--- config.mk ---
export PLATFORM = sky130hd
export DESIGN_NAME = msg_gather_flat
export DESIGN_NICKNAME = d
export VERILOG_FILES = /design/src/rtl/msg_gather_if.sv /design/src/rtl/msg_gather.sv /design/src/flat_wrapper.sv
export SDC_FILE = /design/constraint.sdc
export NUM_CORES = 1
export LEC_CHECK = 0
export ABC_AREA = 0
export CORE_ASPECT_RATIO = 1.2
export CORE_MARGIN = 10
export CORE_UTILIZATION = 52
export CTS_BUF_LIST = sky130_fd_sc_hd__clkbuf_8
export DETAILED_ROUTE_END_ITERATION = 8
export HOLD_SLACK_MARGIN = 0.1
export PLACE_DENSITY = 0.78
export RECOVER_POWER = 50
export SYNTH_ARGS = -nofsm -noshare
export SYNTH_HDL_FRONTEND = slang
export SYNTH_SLANG_ARGS = --single-unit
export TNS_END_PERCENT = 20
--- constraint.sdc ---
create_clock -name clk -period 2.3 [get_ports clk]
set_input_delay 0.23 -clock clk [delete_from_list [all_inputs] [get_ports clk]]
set_output_delay 0.23 -clock clk [all_outputs]
set_load 0.05 [all_outputs]
--- src/rtl/msg_gather_if.sv ---
// Stream-in / group-out bundle for msg_gather.
// master = feeder + min-stage side, slave = msg_gather itself.
interface msg_gather_if #(
    parameter int MSG_W = 11
);
    logic [MSG_W-1:0] in_msg;
    logic             in_valid;
    logic             in_last;
    logic             in_ready;
    logic [MSG_W-1:0] msg_1;
    logic [MSG_W-1:0] msg_2;
    logic [MSG_W-1:0] msg_3;
    logic [MSG_W-1:0] msg_4;
    logic [MSG_W-1:0] msg_5;
    logic             grp_valid;
    logic             grp_ready;
    logic             grp_err;

    modport master (
        output in_msg, in_valid, in_last, grp_ready,
        input  in_ready, msg_1, msg_2, msg_3, msg_4, msg_5, grp_valid, grp_err
    );

    modport slave (
        input  in_msg, in_valid, in_last, grp_ready,
        output in_ready, msg_1, msg_2, msg_3, msg_4, msg_5, grp_valid, grp_err
    );
endinterface

--- src/rtl/msg_gather.sv ---
// Gathers variable-node messages into groups of five for the check-node min stage,
// double-buffered so one group can be presented while the next is assembled.
module msg_gather #(
    parameter int               MSG_W   = 11,
    parameter logic [MSG_W-1:0] PAD_VAL = {MSG_W{1'b1}}
) (
    input  logic         clk,
    input  logic         rst_n,
    msg_gather_if.slave  bus
);
    localparam int NSLOT = 5;

    logic [1:0][NSLOT-1:0][MSG_W-1:0] r_buf;
    logic [1:0]                       r_err;
    logic [1:0]                       r_fill;
    logic [2:0]                       r_slot;
    logic                             r_wr_sel;
    logic                             r_rd_sel;

    logic w_in_ready;
    logic w_acc;
    logic w_commit;
    logic w_pop;

    assign w_in_ready = (r_fill != 2'd2);
    assign w_acc      = bus.in_valid & w_in_ready;
    assign w_commit   = w_acc & (bus.in_last | (r_slot == 3'd4));
    assign w_pop      = (r_fill != 2'd0) & bus.grp_ready;

    always_ff @(posedge clk or negedge rst_n) begin
        if (!rst_n) begin
            r_buf    <= '0;
            r_err    <= '0;
            r_fill   <= '0;
            r_slot   <= '0;
            r_wr_sel <= 1'b0;
            r_rd_sel <= 1'b0;
        end else begin
            if (w_acc) begin
                r_buf[r_wr_sel][r_slot] <= bus.in_msg;
                if (w_commit) begin
                    // Early in_last: fill the tail with the min-neutral value.
                    for (int s = 0; s < NSLOT; s++) begin
                        if (3'(s) > r_slot) r_buf[r_wr_sel][s] <= PAD_VAL;
                    end
                    r_err[r_wr_sel] <= ~(bus.in_last & (r_slot == 3'd4));
                    r_wr_sel        <= ~r_wr_sel;
                    r_slot          <= '0;
                end else begin
                    r_slot <= r_slot + 3'd1;
                end
            end
            if (w_pop) r_rd_sel <= ~r_rd_sel;
            if (w_commit && !w_pop)      r_fill <= r_fill + 2'd1;
            else if (!w_commit && w_pop) r_fill <= r_fill - 2'd1;
        end
    end

    assign bus.in_ready  = w_in_ready;
    assign bus.grp_valid = (r_fill != 2'd0);
    assign bus.grp_err   = r_err[r_rd_sel];
    assign bus.msg_1     = r_buf[r_rd_sel][0];
    assign bus.msg_2     = r_buf[r_rd_sel][1];
    assign bus.msg_3     = r_buf[r_rd_sel][2];
    assign bus.msg_4     = r_buf[r_rd_sel][3];
    assign bus.msg_5     = r_buf[r_rd_sel][4];
endmodule

--- src/flat_wrapper.sv ---
// flat-port wrapper written by rule: the top's interface ports become plain ports
module msg_gather_flat 
#(
    parameter int               MSG_W   = 11,
    parameter logic [MSG_W-1:0] PAD_VAL = {MSG_W{1'b1}}
)
  (clk, rst_n, bus_in_msg, bus_in_valid, bus_in_last, bus_grp_ready, bus_in_ready, bus_msg_1, bus_msg_2, bus_msg_3, bus_msg_4, bus_msg_5, bus_grp_valid, bus_grp_err);
  msg_gather_if #(.MSG_W(MSG_W)) bus_i ();
  input  logic clk;
  input  logic rst_n;
  input wire logic [$bits(bus_i.in_msg)-1:0] bus_in_msg;
  input wire logic [$bits(bus_i.in_valid)-1:0] bus_in_valid;
  input wire logic [$bits(bus_i.in_last)-1:0] bus_in_last;
  input wire logic [$bits(bus_i.grp_ready)-1:0] bus_grp_ready;
  output wire logic [$bits(bus_i.in_ready)-1:0] bus_in_ready;
  output wire logic [$bits(bus_i.msg_1)-1:0] bus_msg_1;
  output wire logic [$bits(bus_i.msg_2)-1:0] bus_msg_2;
  output wire logic [$bits(bus_i.msg_3)-1:0] bus_msg_3;
  output wire logic [$bits(bus_i.msg_4)-1:0] bus_msg_4;
  output wire logic [$bits(bus_i.msg_5)-1:0] bus_msg_5;
  output wire logic [$bits(bus_i.grp_valid)-1:0] bus_grp_valid;
  output wire logic [$bits(bus_i.grp_err)-1:0] bus_grp_err;
  assign bus_i.in_msg = bus_in_msg;
  assign bus_i.in_valid = bus_in_valid;
  assign bus_i.in_last = bus_in_last;
  assign bus_i.grp_ready = bus_grp_ready;
  assign bus_in_ready = bus_i.in_ready;
  assign bus_msg_1 = bus_i.msg_1;
  assign bus_msg_2 = bus_i.msg_2;
  assign bus_msg_3 = bus_i.msg_3;
  assign bus_msg_4 = bus_i.msg_4;
  assign bus_msg_5 = bus_i.msg_5;
  assign bus_grp_valid = bus_i.grp_valid;
  assign bus_grp_err = bus_i.grp_err;
  msg_gather #(.MSG_W(MSG_W), .PAD_VAL(PAD_VAL)) u_core (.clk(clk), .rst_n(rst_n), .bus(bus_i));
endmodule
==> summary.txt, run 1 <==
Period utilization: 0.9481
Sink Count: 119
Max-cap viol count: 0
Reg-to-Reg End: u_core.r_buf[30]
Cells after synthesis: 588
Num rows: 43
Max clock buf depth: 2
Effective utilization at floorplan: 0.5311
Initial antenna violation count: 0
Drt pass-1 iters: 5
Status: completed
Normalized max-slew margin: 0.2540
Antenna Diode Count: 0
RSZ-0062 raised after global routing: no
WP data required: 2.07 ns
# DRC: 0
GRT Util Overall: 0.2084
Synth top area share: 0.4847
Worst-path fanout max: 41
Peak VDD IR: 1.279 mV
Root Buffer: clkbuf_8
Die Y-Extent: 139.1 um
Post-Route Setup TNS: 0 ns
Reg-to-reg slack, setup: 0.19 ns
Cell count of the worst reg-to-reg path: 5
CP Launch Type: flop
Cell area after layout: 0.007252 sq mm
PortBufs: 73
Mapped Area: 0.006143 sq mm
Initial DRC count: 558
Vias: 5391
Min Tclk post-route: 2.181 ns
First-pass GRT wire length: 28400 um
Largest net degree at the start of global routing: 51
Final Max Slew Viols: 0
Worst Setup EP: bus_in_ready
PD cells: 1761 mW/mm^2
Crit-path cells: nor2b_1 > inv_2 > buf_4 > buf_4
Avg Cell Area, Syn: 10.45 sq um
Crit Reg-Reg Startpoint: u_core.r_fill[1]
Yosys warns: 0
WP data arrival: 1.95 ns
Syn_nets: 607
CTS tree: yes
Fmax: 458.6 MHz
Crit path top cell by count: buf_4
CP startpoint: u_core.r_fill[1]
Vias in the first global route: 5354
Clock Skew: 0.01095 ns
Crit. End Element: primary output
Setup repair bufs after CTS: 0
Largest area contributor in the netlist: dfrtp_1
Die area: 0.01658 sq mm
Synthesized flop and latch total: 119
P_leak: 0.002598 uW
Final Wtd Congestion: 0.8249
Post-place instance area: 0.006899 sq mm
Worst min path class: primary input to flop
Part of the Yosys area used for sequential elements: 0.4847
Worst skew pair latency: 0.44 ns
H-Tree Depth: 4
Slowest CP cell: buf_4
Placed wire-length estimate: 10960 um
Crit Path Class: flop to primary output
WL final: 17570 um
Core area: 0.01157 sq mm
Post-route ant nets: 0
Global route overflow: 0
Worst-margin pin slew: 1.119 ns
Synth unique cells: 42
TritonCTS buffer count: 17
Vias per cell: 6.739
Fraction of layout cells with a size suffix above 1: 0.2986
Worst-path clk slew: 0.07 ns
# IOs: 74
Net count, final: 649
DIE WIDTH: 119.2 um
Worst path max stage delay: 0.44 ns
Area Growth Syn to Fin: 18.04%
Dominant cells by area after synthesis: dfrtp_1 (48%), mux2_2 (14%), a31oi_1 (8.4%), nor4_1 (8.0%), o21ai_0 (4.3%)
Routed length per instance: 21.96 um
Final count of hold timing violations: 0
Endpoints failing setup: 0
## layer usage
layer / GRT usage / up-vias / share of wire
met5: 0 / - / 0
met4: 0.09788 / 0 / 0.035
met3: 0.05621 / 49 / 0.079
met2: 0.3085 / 297 / 0.48
met1: 0.2761 / 2673 / 0.41
li1: - / 2372 / -
## layout by cell type, fill, tap and decap left out, types with 6 or more instances in the layout
master | Yosys | final
clkdlybuf4s50_1 | 0 | 15
dfrtp_1 | 119 | 118
clkbuf_2 | 1 | 7
clkbuf_8 | 0 | 22
o21ai_0 | 53 | 53
buf_4 | 2 | 64
o22a_1 | 9 | 9
a31oi_1 | 82 | 82
inv_1 | 5 | 7
mux2_2 | 79 | 79
nand4_1 | 6 | 6
nor4_1 | 79 | 79
dlygate4sd2_1 | 0 | 15
o22ai_1 | 22 | 22
## kinds of logic after synthesis
family,synth area share
compound gates,0.1798
mux,0.1448
xor+xnor,0.007130
buf+inv,0.06049
simple gates,0.1169
fa+ha+maj,0.006111
flops,0.4847
## timing repair
item	4_1_cts	5_1_grt
hold endpoints to repair	43	0
hold buffers	1	0
gates resized for setup	16	1
setup endpoints to repair	40	9
## sequential cells by signal, summed over array words and instances, names as in the netlist
register / count
u_core.r_slot: 3
u_core.r_wr_sel: 1
u_core.r_err: 2
u_core.r_buf: 110
u_core.r_rd_sel: 1
u_core.r_fill: 2
## power breakdown
group,switching (uW),total (uW),internal [uW]
clock,819,1910,1090
combinational,4840,7220,2380
sequential,607,3640,3030
## stage by stage
step / total power, uW / setup slack, ns / instances / utilization / hold slack [ns]
2_1_floorplan: 8904 / 0.09230 / 588 / - / -0.06559
3_3_place_gp: 10830 / 0.2169 / 767 / 0.5964 / 0.2689
3_5_place_dp: 11020 / 0.06895 / 767 / 0.5964 / 0.2803
4_1_cts: 12810 / 0.05762 / 800 / 0.6310 / 0.3625
5_1_grt: 13420 / 0.02428 / 800 / 0.6269 / 0.4000
6_report: 12770 / 0.1194 / 800 / 0.6269 / 0.4159
## worst min-delay path by stage
stage,endpoint,from,slack [ns],cells after the start
final,u_core.r_rd_sel,bus_grp_ready,0.42,3
after global routing,u_core.r_rd_sel,bus_grp_ready,0.40,3
after CTS,u_core.r_buf[96],rst_n,0.36,2
after detailed placement,u_core.r_buf[96],rst_n,0.28,1
after global placement,u_core.r_buf[41],rst_n,0.27,1
after floorplan,u_core.r_buf[0],rst_n,-0.07,0
## synthesized netlist by cell type, drive strengths merged
library cell    n
or2             1
or3b            3
a32oi           1
a22o            1
ha              3
nand2           4
mux2           79
a41oi           1
inv             5
nand3b          1
clkbuf         54
and3b           1
o2bb2ai         1
dfrtp         119
nand2b          2
a21oi           1
a211oi          1
nand3           3
xor2            2
o22ai          22
a31oi          82
xnor2           3
o31ai           1
and2            1
nand4           6
buf            30
nor4           79
nor2b           3
nor3b           4
o2111ai         1
o21ai          57
nor3            2
nor2            4
a21o            1
o22a            9
## cell type report
| type | instances | area (sq um) |
|---|---|---|
| clock buffers | 22 | 302.8 |
| flip-flops and latches | 119 | 2982 |
| inverters | 5 | 18.77 |
| clock inverters | 10 | 102.6 |
| repair buffers | 107 | 853.3 |
| well taps | 157 | 196.4 |
| fillers | 913 | 4315 |
| multi-input cells | 380 | 2796 |
## worst max-delay path: cells and delay by family (launching register included)
| kind | cells | cell delay, ns |
|---|---|---|
| AND/OR/NAND/NOR | 1 | 0.16 |
| buffers and inverters | 3 | 0.93 |
| flip-flops | 1 | 0.41 |
Note: power is estimated with default switching activity, not from simulation.
==> inputs of run 2 (changes only) <==
--- a/config.mk
+++ b/config.mk
@@ -10,9 +10,11 @@
 export CORE_MARGIN = 10
 export CORE_UTILIZATION = 52
 export CTS_BUF_LIST = sky130_fd_sc_hd__clkbuf_8
+export CTS_CLUSTER_DIAMETER = 100
+export CTS_CLUSTER_SIZE = 24
 export DETAILED_ROUTE_END_ITERATION = 8
 export HOLD_SLACK_MARGIN = 0.1
-export PLACE_DENSITY = 0.78
+export PLACE_DENSITY = 0.88
 export RECOVER_POWER = 50
 export SYNTH_ARGS = -nofsm -noshare
 export SYNTH_HDL_FRONTEND = slang
==> run 2 against run 1 <==
Net effect: clock power decreased by 3%; maximum frequency decreased by 2.0%; sequential share of layout area increased by 0.11 points; combinational power increased by 2%; sequential power increased by 1%; highest routed layer unchanged.
==> summary.txt, run 2 (synthesis gave the netlist of run 1 again) <==
Setup repair bufs after CTS: 0
Worst hold stages: 3
Reg-to-reg slack, setup: 0.20 ns
Worst-margin pin slew: 1.051 ns
Final count of hold timing violations: 0
Reg-to-Reg End: u_core.r_buf[56]
Met3 Wirelength: 1844 um
WP data required: 2.07 ns
Sink Count: 119
PortBufs: 73
Peak VDD IR: 1.041 mV
Met2 wire len: 8765 um
Max clock buf depth: 2
Normalized max-slew margin: 0.2992
Final Max Slew Viols: 0
Most frequent cells in the layout: dfrtp_1 (118), a31oi_1 (82), mux2_2 (79), nor4_1 (79), buf_4 (68)
H-Tree Depth: 4
Global route overflow: 0
Top sig layer: met4
Min Tclk post-route: 2.226 ns
Routed length on met1: 6838 um
Worst-path fanout max: 32
Initial DRC count: 691
Vias: 5478
Crit Path Class: flop to primary output
Fmax: 449.3 MHz
Final Wtd Congestion: 0.8562
Clock Skew: 0.01668 ns
Pre-CTS WS: 0.2451 ns
Num rows: 43
# DRC: 0
Worst-path clk slew: 0.07 ns
Net count, final: 646
Die Y-Extent: 139.1 um
Cell count of the worst reg-to-reg path: 5
Hold Path End: u_core.r_rd_sel
Die area: 0.01658 sq mm
Worst Hold Launch: bus_grp_ready
TritonCTS buffer count: 17
Routed length per instance: 22.62 um
WP data arrival: 2.00 ns
Area Growth Syn to Fin: 17.62%
PD cells: 1779 mW/mm^2
CP Launch Type: flop
Slowest CP cell: dfrtp_2
Effective utilization at floorplan: 0.5311
Post-route ant nets: 0
Root Buffer: clkbuf_8
First-pass GRT wire length: 28640 um
Core area: 0.01157 sq mm
Endpoints failing setup: 0
Status: completed
Antenna Diode Count: 0
Max-cap viol count: 0
Worst path max stage delay: 0.56 ns
Drt pass-1 iters: 5
Most common cell after layout, fill and taps aside: dfrtp_1
Crit-path cells: buf_6 > mux2_2 > buf_4
Vias in the first global route: 5422
RSZ-0062 raised after global routing: no
Biggest register: u_core.r_buf
P_leak: 0.002575 uW
Regs by FF count: u_core.r_buf x110, u_core.r_slot x3
WL final: 18010 um
# IOs: 74
Placed wire-length estimate: 11150 um
Post-Route Setup TNS: 0 ns
DIE WIDTH: 119.2 um
CTS tree: yes
Largest net degree at the start of global routing: 58
Period utilization: 0.9676
Max reg flops: 110
Crit. End Element: primary output
Fraction of layout cells with a size suffix above 1: 0.3099
Vias per cell: 6.882
Worst skew pair latency: 0.46 ns
GRT Util Overall: 0.2113
Worst setup margin: 0.07441 ns
Crit Reg-Reg Startpoint: u_core.r_slot[1]
Worst min path class: primary input to flop
Initial antenna violation count: 0
Final core utilization: 0.6247
-- run 2: changes by cell type in the layout (fill, tap and decap cells not counted), sizes merged --
cell / delta
clkbuf: -1
bufinv: -1
dlygate4sd2: -6
clkinvlp: +1
buf: +5
clkinv: +1
inv: -3
-- run 2: per-stage QoR --
stage          hold slack [ns]  instances  area [sq um]  power [uW]
2_1_floorplan         -0.06559        588          6143        8904
3_3_place_gp            0.2444        764          6874       10770
3_5_place_dp            0.2563        764          6874       11040
4_1_cts                 0.3463        796          7263       12820
5_1_grt                 0.4340        796          7226       13450
6_report                0.3707        796          7226       12850
-- run 2: worst max path at each step --
stage / from / endpoint / slack (ns) / cells past startpoint
floorplan: u_core.r_slot[1] / u_core.r_fill[1] / 0.09 / 10
global placement: bus_in_valid / u_core.r_buf[6] / 0.31 / 5
detailed placement: bus_in_valid / u_core.r_buf[101] / 0.25 / 5
CTS: u_core.r_rd_sel / bus_msg_2[0] / 0.06 / 3
global route: u_core.r_rd_sel / bus_msg_4[5] / 0.008 / 3
finish: u_core.r_rd_sel / bus_msg_2[0] / 0.07 / 3
-- run 2: power by group --
group	leakage (uW)	internal (uW)	total, uW	switching, uW
Clock	0.000199	1010	1850	836
Combinational	0.00117	2430	7330	4900
Sequential	0.00121	3030	3680	649
Total	0.00258	6460	12900	6390
-- run 2: repair_timing --
| item | CTS | global route |
|---|---|---|
| setup endpoints to repair | 41 | 0 |
| endpoints found under the hold margin | 41 | 0 |
| hold buffers | 1 | 0 |
| resized for setup | 10 | 0 |
-- run 2: layer usage --
metal | GRT usage | vias to the layer above
met2 | 0.3360 | 365
met3 | 0.06640 | 54
li1 | - | 2370
met5 | 0 | -
met4 | 0.09788 | 0
met1 | 0.2547 | 2689
-- run 2: area by class of cell --
| type | count | area [sq um] |
|---|---|---|
| Clock inverter | 8 | 70.07 |
| Inverter | 5 | 18.77 |
| Tap cell | 157 | 196.4 |
| Clock buffer | 23 | 316.6 |
| Multi-Input combinational cell | 380 | 2804 |
| Fill cell | 899 | 4342 |
| Timing Repair Buffer | 104 | 840.8 |
| Sequential cell | 119 | 2979 |
-- run 2: worst max-delay path, delay by kind of cell, from the launching register on --
kind,cells,cell delay (ns)
buf+inv,2,0.57
flops,1,0.56
mux,1,0.41
==> RTL edit, RTL diff (flow settings as in run 1) <==
`MSG_W` is set to 11 in 3 places; all go to 9.
--- a/src/rtl/msg_gather_if.sv
+++ b/src/rtl/msg_gather_if.sv
@@ -1,7 +1,7 @@
 // Stream-in / group-out bundle for msg_gather.
 // master = feeder + min-stage side, slave = msg_gather itself.
 interface msg_gather_if #(
-    parameter int MSG_W = 11
+    parameter int MSG_W = 9
 );
     logic [MSG_W-1:0] in_msg;
     logic             in_valid;
--- a/src/rtl/msg_gather.sv
+++ b/src/rtl/msg_gather.sv
@@ -1,7 +1,7 @@
 // Gathers variable-node messages into groups of five for the check-node min stage,
 // double-buffered so one group can be presented while the next is assembled.
 module msg_gather #(
-    parameter int               MSG_W   = 11,
+    parameter int               MSG_W   = 9,
     parameter logic [MSG_W-1:0] PAD_VAL = {MSG_W{1'b1}}
 ) (
     input  logic         clk,
--- a/src/flat_wrapper.sv
+++ b/src/flat_wrapper.sv
@@ -1,7 +1,7 @@
 // flat-port wrapper written by rule: the top's interface ports become plain ports
 module msg_gather_flat 
 #(
-    parameter int               MSG_W   = 11,
+    parameter int               MSG_W   = 9,
     parameter logic [MSG_W-1:0] PAD_VAL = {MSG_W{1'b1}}
 )
   (clk, rst_n, bus_in_msg, bus_in_valid, bus_in_last, bus_grp_ready, bus_in_ready, bus_msg_1, bus_msg_2, bus_msg_3, bus_msg_4, bus_msg_5, bus_grp_valid, bus_grp_err);
Ports: changed (6 resized); port bits go from 74 to 62. The function was not compared with the original's and may differ.
==> RTL edit against run 1 <==
  * Utilization shrank 2.6 points
  * Fmax grew 3.3%
  * Design area shrank 17%
  * Sequential power shrank 23%
  * Synthesized area shrank 13%
  * Global-route usage shrank 1.5 points
  * Critical path depth is the same
  * Die area shrank 11%
  * Critical path type is now reg2reg
  * Worst setup slack gained 0.069 ns
  * Power shrank 23%
  * Wire length shrank 17%
  * Sequential cell count shrank 20
==> RTL edit: results (changes against run 1) <==
| Step | Parameter | This run | Change |
|---|---|---|---|
| setup path | Startpoint of the worst register-to-register path | u_core.r_slot[2] |  |
| routing | Met2 wirelength from detailed routing | 7.31 mm | -12% |
| final layout | Number of nets at the end of the flow | 543 | -16% |
| outcome | Result of the run | completed |  |
| yosys | Cell types occupying the most area after synthesis | sky130_fd_sc_hd__dfrtp_1 (46%), sky130_fd_sc_hd__mux2_2 (13%), sky130_fd_sc_hd__a31oi_1 (8.7%) |  |
| setup path | Setup CP Type | reg2reg |  |
| placed design | Placer Congestion | 0.825 | about the same |
| timing | Tightest hold margin | 0.455 ns | +0.0389 ns |
| setup path | Worst reg2reg path depth | 4 | -1 |
| routing | Met1 wire length | 5.79 mm | -20% |
| setup path | Highest cell delay on the worst timing path | 0.53 ns | +0.09 ns |
| setup path | Data arrival, critical path | 2.37 ns | +0.42 ns |
| clocking | Max H-tree Level | 3 | -1 |
| clocking | Clock buffer count from CTS | 9 | -8 |
| routing | Via count | 4499 | -17% |
| clocking | Clock transition at the registers of the reported paths | 0.10 ns | +0.03 ns |
| placed design | Sum of net half-perimeters after detailed placement | 8.82 mm | -19% |
| timing | Worst-case clock skew | 0.0125 ns | +0.00159 ns |
| timing | Transition time at the pin with the least slew margin | 1.20 ns | +0.0840 ns |
| global route | GR Layer Usage met1 | 24.5% | -3.1 points |
| routing | Average wire per standard cell | 22.2 um | +1.3% |
| placed design | Pre-CTS WS | 0.239 ns | +0.170 ns |
| routing | Routed wire length | 14.6 mm | -17% |
| placed design | # port buffers | 61 | -16% |
| routing | Iteration count of the initial detailed-routing pass | 7 | +2 |
| routing | Violation count after the first detailed-route iteration | 499 | -11% |
| setup path | Cell class contributing the biggest share of worst-path delay | simple AND/OR/NAND/NOR gates |  |
| global route | Vias in the first global route | 4375 | -18% |
| yosys | Sequential cell area fraction in the yosys report | 46.4% | -2.1 points |
[RTL edit: cell type report]
type / count / area, um^2
Clock buffer: 10 / 138
Multi-Input combinational cell: 332 / 2470
Timing Repair Buffer: 79 / 639
Tap cell: 126 / 158
Inverter: 5 / 18.8
Clock inverter: 6 / 105
Sequential cell: 99 / 2480
Fill cell: 873 / 4000
[RTL edit: kinds of logic after synthesis]
| family | Yosys count | share of synthesized area, % |
|---|---|---|
| adders and majority gates | 3 | 0.703 |
| xor gates and xnor gates | 5 | 0.820 |
| DFF | 99 | 46.4 |
| and+or+nand+nor | 105 | 14.5 |
| buffers and inverters | 72 | 7.07 |
| AOI/OAI and AO/OA | 154 | 16.8 |
| muxes | 65 | 13.7 |
[RTL edit: report_power, final]
part / internal [W] / leakage, nW / switching (W) / total [W]
combinational: 0.00181 / 0.961 / 0.00380 / 0.00562
clock: 0.000745 / 0.125 / 0.000603 / 0.00135
sequential: 0.00242 / 0.998 / 0.000392 / 0.00281
